<file path="src/rtl/reaction_timer.sv">
// Reaction-time game controller: waits for a random delay, lights the go LED,
// and measures ticks until the synchronized player press, tracking the best time.
module reaction_timer #(
    parameter int unsigned MAX_MS   = 9999,
    parameter int unsigned RESULT_W = 14
) (
    input  logic                clock,
    input  logic                reset,
    input  logic                start,
    input  logic                random_finish,
    input  logic                button,
    output logic                led_go,
    output logic [RESULT_W-1:0] reaction_ms,
    output logic [RESULT_W-1:0] best_ms,
    output logic                result_valid,
    output logic                false_start,
    output logic                timeout
);

    localparam logic [RESULT_W-1:0] MAX_V = RESULT_W'(MAX_MS);

    typedef enum logic [2:0] {
        IDLE,
        WAIT_RND,
        GO,
        DONE,
        FOUL
    } state_t;

    state_t state;
    state_t state_next;

    logic btn_sync1;
    logic btn_sync2;
    logic btn_edge;
    logic start_d;
    logic armed;
    logic press_pulse;
    logic start_rise;

    logic [RESULT_W-1:0] count;
    logic [RESULT_W-1:0] count_next;
    logic [RESULT_W-1:0] reaction_next;
    logic [RESULT_W-1:0] best_next;
    logic                valid_next;
    logic                foul_next;
    logic                timeout_next;
    logic                led_go_next;

    // Button synchronizer plus edge flop; start delay and re-arm tracking.
    // armed stays low after reset until start has been seen low, so a start
    // held through reset is not mistaken for a fresh rise.
    always_ff @(posedge clock or posedge reset) begin
        if (reset) begin
            btn_sync1 <= 1'b0;
            btn_sync2 <= 1'b0;
            btn_edge  <= 1'b0;
            start_d   <= 1'b0;
            armed     <= 1'b0;
        end else begin
            btn_sync1 <= button;
            btn_sync2 <= btn_sync1;
            btn_edge  <= btn_sync2;
            start_d   <= start;
            if (!start) begin
                armed <= 1'b1;
            end
        end
    end

    assign press_pulse = btn_sync2 & ~btn_edge;
    assign start_rise  = start & ~start_d;

    // Next-state and next-output logic.
    always_comb begin
        state_next    = state;
        count_next    = count;
        reaction_next = reaction_ms;
        best_next     = best_ms;
        valid_next    = result_valid;
        foul_next     = false_start;
        timeout_next  = timeout;

        unique case (state)
            IDLE: begin
                if (start_rise && armed) begin
                    state_next   = WAIT_RND;
                    valid_next   = 1'b0;
                    foul_next    = 1'b0;
                    timeout_next = 1'b0;
                end
            end
            WAIT_RND: begin
                if (!start) begin
                    state_next = IDLE;
                end else if (press_pulse) begin
                    state_next = FOUL;
                    foul_next  = 1'b1;
                end else if (random_finish) begin
                    state_next = GO;
                    count_next = '0;
                end
            end
            GO: begin
                if (!start) begin
                    state_next = IDLE;
                    count_next = '0;
                end else if (press_pulse) begin
                    state_next    = DONE;
                    reaction_next = count;
                    valid_next    = 1'b1;
                    timeout_next  = 1'b0;
                    if (count < best_ms) begin
                        best_next = count;
                    end
                end else if (count == MAX_V) begin
                    state_next    = DONE;
                    reaction_next = MAX_V;
                    valid_next    = 1'b0;
                    timeout_next  = 1'b1;
                end else begin
                    count_next = count + RESULT_W'(1);
                end
            end
            DONE, FOUL: begin
                if (!start) begin
                    state_next = IDLE;
                end
            end
            default: begin
                state_next = IDLE;
            end
        endcase

        led_go_next = (state_next == GO);
    end

    // State, counter and registered outputs.
    always_ff @(posedge clock or posedge reset) begin
        if (reset) begin
            state        <= IDLE;
            count        <= '0;
            led_go       <= 1'b0;
            reaction_ms  <= '0;
            best_ms      <= MAX_V;
            result_valid <= 1'b0;
            false_start  <= 1'b0;
            timeout      <= 1'b0;
        end else begin
            state        <= state_next;
            count        <= count_next;
            led_go       <= led_go_next;
            reaction_ms  <= reaction_next;
            best_ms      <= best_next;
            result_valid <= valid_next;
            false_start  <= foul_next;
            timeout      <= timeout_next;
        end
    end

endmodule
</file>
<file path="config.mk">
export PLATFORM = sky130hd
export DESIGN_NAME = reaction_timer
export DESIGN_NICKNAME = d
export VERILOG_FILES = /design/src/rtl/reaction_timer.sv
export SDC_FILE = /design/constraint.sdc
export NUM_CORES = 1
export LEC_CHECK = 0
export BUFFER_PORTS_ARGS = -buffer_cell sky130_fd_sc_hd__clkbuf_2
export CORE_ASPECT_RATIO = 2
export CORE_MARGIN = 2
export CORE_UTILIZATION = 35
export CTS_BUF_LIST = sky130_fd_sc_hd__clkbuf_8
export DETAILED_ROUTE_END_ITERATION = 8
export PLACE_DENSITY_LB_ADDON = 0.08
export SETUP_SLACK_MARGIN = 0.15
export SYNTH_ARGS = -nofsm -noshare
export SYNTH_HDL_FRONTEND = slang
export SYNTH_SLANG_ARGS = --single-unit
</file>
<file path="constraint.sdc">
create_clock -name clock -period 2 [get_ports clock]
set_clock_uncertainty 0.1 [all_clocks]
set_input_delay 0.2 -clock clock [delete_from_list [all_inputs] [get_ports clock]]
set_output_delay 0.2 -clock clock [all_outputs]
set_load 0.02 [all_outputs]
</file>
# Word level (Yosys, flattened, before mapping)
# Index checks and enable logic that the tools add are counted.
# classes
add_sub_neg	1
magnitude_cmp	1
n_eq_ne	15
muxes	30
n_reduce_logical	12
bitwise_logic	4
# op_table
operator	n
$mux W14	8
$pmux W14 S2	1
$mux W3	8
$add A14 B1 Y14 const B	1
$eq A14 B14 Y1 const B	1
$lt A14 B14 Y1	1
$ne A2 B2 Y1 const B	6
$pmux W3 S4	1
$reduce_and A4 Y1	3
$eq A3 B2 Y1 const B	3
$mux W1	9
$ne A3 B3 Y1 const B	3
$reduce_bool A2 Y1	4
$pmux W1 S2	3
$reduce_and A6 Y1	1
$eq A3 B1 Y1 const B	1
$eq A3 B3 Y1 const B	1
$logic_not A3 Y1	1
$reduce_and A3 Y1	1
$and A1 B1 Y1	2
$not A1 Y1	2
$reduce_or A2 Y1	1
$logic_and A1 B1 Y1	1
# word_totals
word_cells	76
register_bits	54
out_inout_bits	32
inputBits	5

# Longest topological paths before layout
# logic_depth
word_depth	6
mapped_depth	8
mapped_depth_nobuf	7

# Least setup slack after synthesis
# Ideal clock, no wire load.
# synth_path
path_kind	reg2reg
from	register best_ms[13]
to	register best_ms[5]
t_required_ns	1.775
path_slack_ns	-0.224
n_path_buf	1
stages_incl_launch_ff	8
setup_time_ns	0.125
synth_period_minus_slack_ns	2.224
arrival_time_ns	1.999
path_cell_list	dfstp_2 > inv_1 > ha_1 > a21oi_1 > o211ai_2 > a211o_4 > buf_6 > mux2_4
# synth_between
elab_chain_len	2
# synth_rtl
item	line	rtl
from (decl)	14	output logic [RESULT_W-1:0] best_ms,
from (signal assigned)	154	best_ms <= best_next;
$lt A14 B14 Y1	113	if (count < best_ms) begin
$reduce_and A4 Y1 (no source line)	--	
# No other way between the ends.
# A chain may end at the register's enable or synchronous reset.

# Final worst setup path
# layout_path
from	register count[1]
to	register count[9]
# layout_between
elab_chain_len	5
elab_cells_between_ends	8
classes_between	1 x add/sub; 2 x eq/ne; 4 x mux; 1 x reduce/logical
# layout_rtl
item	line	rtl
from (decl)	41	logic [RESULT_W-1:0] count;
from (signal assigned)	151	count <= count_next;
$add A14 B1 Y14	122	count_next = count + RESULT_W'(1);
$mux W14	116	end else if (count == MAX_V) begin
$mux W14	108	end else if (press_pulse) begin
$mux W14	105	if (!start) begin
$pmux W14 S2	84	unique case (state)
# Several ways; a longest one is shown, not always the timed one. The select of a mux whose other input is x is not followed.

==> metrics.txt <==
outcome=finished with violations; failing checks=setup timing; endpoints failing setup=7; critical path's largest stage delay=470 ps; Final HPWL DP=a little under 6000 µm; DRC=0; total clock sinks=54; register bit count reported by yosys=54; Crit path arrival time=between 2000 and 2500 ps; crit path cell chain=ha_4 > and3_4 > and4_4 > a211o_4 > nand2b_4 > a221o_1; Initial Utilization=0.362; Synth Net Count=~290; core area=~7600 µm²; die height=approximately 130 µm; syn avg cell area=a little over 10 µm²; min-delay worst type=in2reg; Port-buffer cells=36; Die X=around 67 µm; Via density=roughly 5.2; period utilization=1.02; synth top area cells=dfrtp_1 42%, dfstp_2 7.6%, ha_1 6.4%, nand2_1 5.7%, mux2_4 4.9%; H-Tree Depth=2; fmax=488 MHz; row cnt=45; most frequent cell after synthesis=dfrtp_1; vias in the first global route=2458; Synth Instances=~270; Async S/R FF share, synth=1.00; Max Cap Viol=0; All-Layer GR Usage=0.194; drt wl/cell=~17 µm; ANT cells=0; number of DRC markers in iteration 0=59; initial antenna violation count=0; area share of the largest cell type after synthesis=0.419; clock root cell=clkbuf_8; Ys Warns=0; Num CTS Buffers=5; Critical Path Source Type=register; Placer Congestion=0.906; Top FF cell, synth=dfrtp_1; die area=around 8600 µm²; vias=~2400; max-slew violation count=0; Nets=~380; critical path class=reg2reg; EDFF count, synth=0; most frequent cells after synthesis=46 x dfrtp_1, 42 x nand2_1, 19 x o21ai_0; I/O pin total=37; Final Hold Vio Count=0; Yosys cell types=43; final wirelength=7610 µm; Req. time, crit path=around 2100 ps; area leader, netlist=dfrtp_1; layout cells sized above 1=0.471; Max Fanout on Critical Path=5; relative slew slack=0.736; 1st-pass router iterations=4; Area growth syn-to-layout=39.2%; Tmin final=2050 ps; Layout Utilization=0.504; clock latency on the worst-skew pair=~310 ps; setup slack, reg-to-reg=-50 ps; Area after DPL=roughly 3400 µm²; final worst slack=-49.5 ps; Worst-path clk slew=about 90 ps; Longest Clk Path Bufs=2; largest net degree at the start of global routing=29; FILL cells=737; GRT overflow=0; pwr dens=a little under 600 nW/µm²; Post-DRT Antenna Nets=0; TritonCTS clock tree=built; global-route wire length before repair=about 13000 µm; highest ir drop seen on vdd=0.330 mV; RSZ-0062 raised after global routing=true; Pleak=roughly 1.9 nW; cell area after layout=between 3000 and 4000 µm²; area of the mapped netlist=2750 µm²; worst-margin pin slew=between 300 and 400 ps; register area share after synthesis=0.495; kind of end point of the critical path=register; slowest CP cell=dfrtp_2
-- metal layers --
metal	share of wire	global-route usage	vias to the layer above
met5	0	0	-
met4	0.029	0.0744	0
met3	0.019	0.0286	14
met2	0.58	0.368	40
met1	0.37	0.208	1167
li1	-	-	1132
-- worst max-delay path, delay by kind of cell, from the launching register on --
kind / cells / cell delay, ps
simple gates: 3 / 520
flops: 1 / 470
fa+ha+maj: 1 / 180
compound gates: 2 / 670
-- where the power goes --
group | internal, mW | total [mW] | switching, mW | leakage [nW]
Sequential | 1.15 | 1.19 | 0.0460 | 0.698
Clock | 0.275 | 0.629 | 0.354 | 0.0524
Combinational | 0.210 | 0.462 | 0.252 | 1.17
Total | 1.63 | 2.28 | 0.652 | 1.92
-- kinds of logic after synthesis --
family | synth area share
buffers and inverters | 0.0432
and+or+nand+nor | 0.186
DFF | 0.495
muxes | 0.0728
adders and majority gates | 0.0637
AOI/OAI and AO/OA | 0.139
-- sequential cells by signal, summed over array words and instances, names as in the netlist --
signal        flops
result_valid      1
btn_edge          1
reaction_ms      14
best_ms          14
led_go            1
timeout           1
btn_sync2         1
start_d           1
state             3
btn_sync1         1
count            14
false_start       1
armed             1
-- layout make-up --
type,count,area [µm²],share of cell area
Clock buffer,6,82.6,0.0216
Clock inverter,2,8.76,0.00229
Inverter,16,60.1,0.0157
Multi-Input combinational cell,189,1530,0.399
Sequential cell,54,1360,0.356
Tap cell,94,118,0.0307
Timing Repair Buffer,92,667,0.174
-- layout by cell type, fill, tap and decap left out, types with 5 or more instances in the layout --
cell and count:
nand4_1 8, buf_6 9, nand2_1 40, mux2_4 11
o21ai_2 12, dfrtp_1 44, inv_1 13, nor2_1 9
a21oi_1 9, nand3_1 8, buf_4 42, a21oi_2 8
clkbuf_2 36, clkbuf_8 6, ha_1 8, ha_4 6
dfstp_2 8, a21o_1 5, nor2b_1 5
-- metrics by stage --
step,cells,setup slack [ps],setup TNS [ps],power [mW],hold WS (ps)
global route,453,-109,-1020,2.42,18.8
floorplan,267,-212,-1760,1.43,131
CTS,451,-31.6,-177,2.31,16.9
finish,453,-49.5,-164,2.28,27.3
global placement,436,-150,-1560,1.60,94.3
detailed placement,436,-170,-1820,1.60,98.7
-- final timing paths --
kind,start,endpoint,depth (start not counted)
min in group asynchronous,reset,count[9]$_DFFE_PP0P_,3
worst max-delay path,count[1]$_DFFE_PP0P_,count[9]$_DFFE_PP0P_,6
max in group asynchronous,reset,best_ms[3]$_DFFE_PP1P_,4
worst min register to register,btn_sync1$_DFF_PP0_,btn_sync2$_DFF_PP0_,0
worst min-delay path,start,armed$_DFFE_PP0N_,2
worst max register to register,count[1]$_DFFE_PP0P_,count[9]$_DFFE_PP0P_,6
-- what timing repair did --
action	CTS	global route
endpoints found under the setup margin	44	38
pin swaps	12	20
hold buffers	3	0
gates cloned	1	0
buffers inserted	3	2
endpoints found under the hold margin	12	0
resized for setup	40	30
Power figures use the tool's default switching activity.
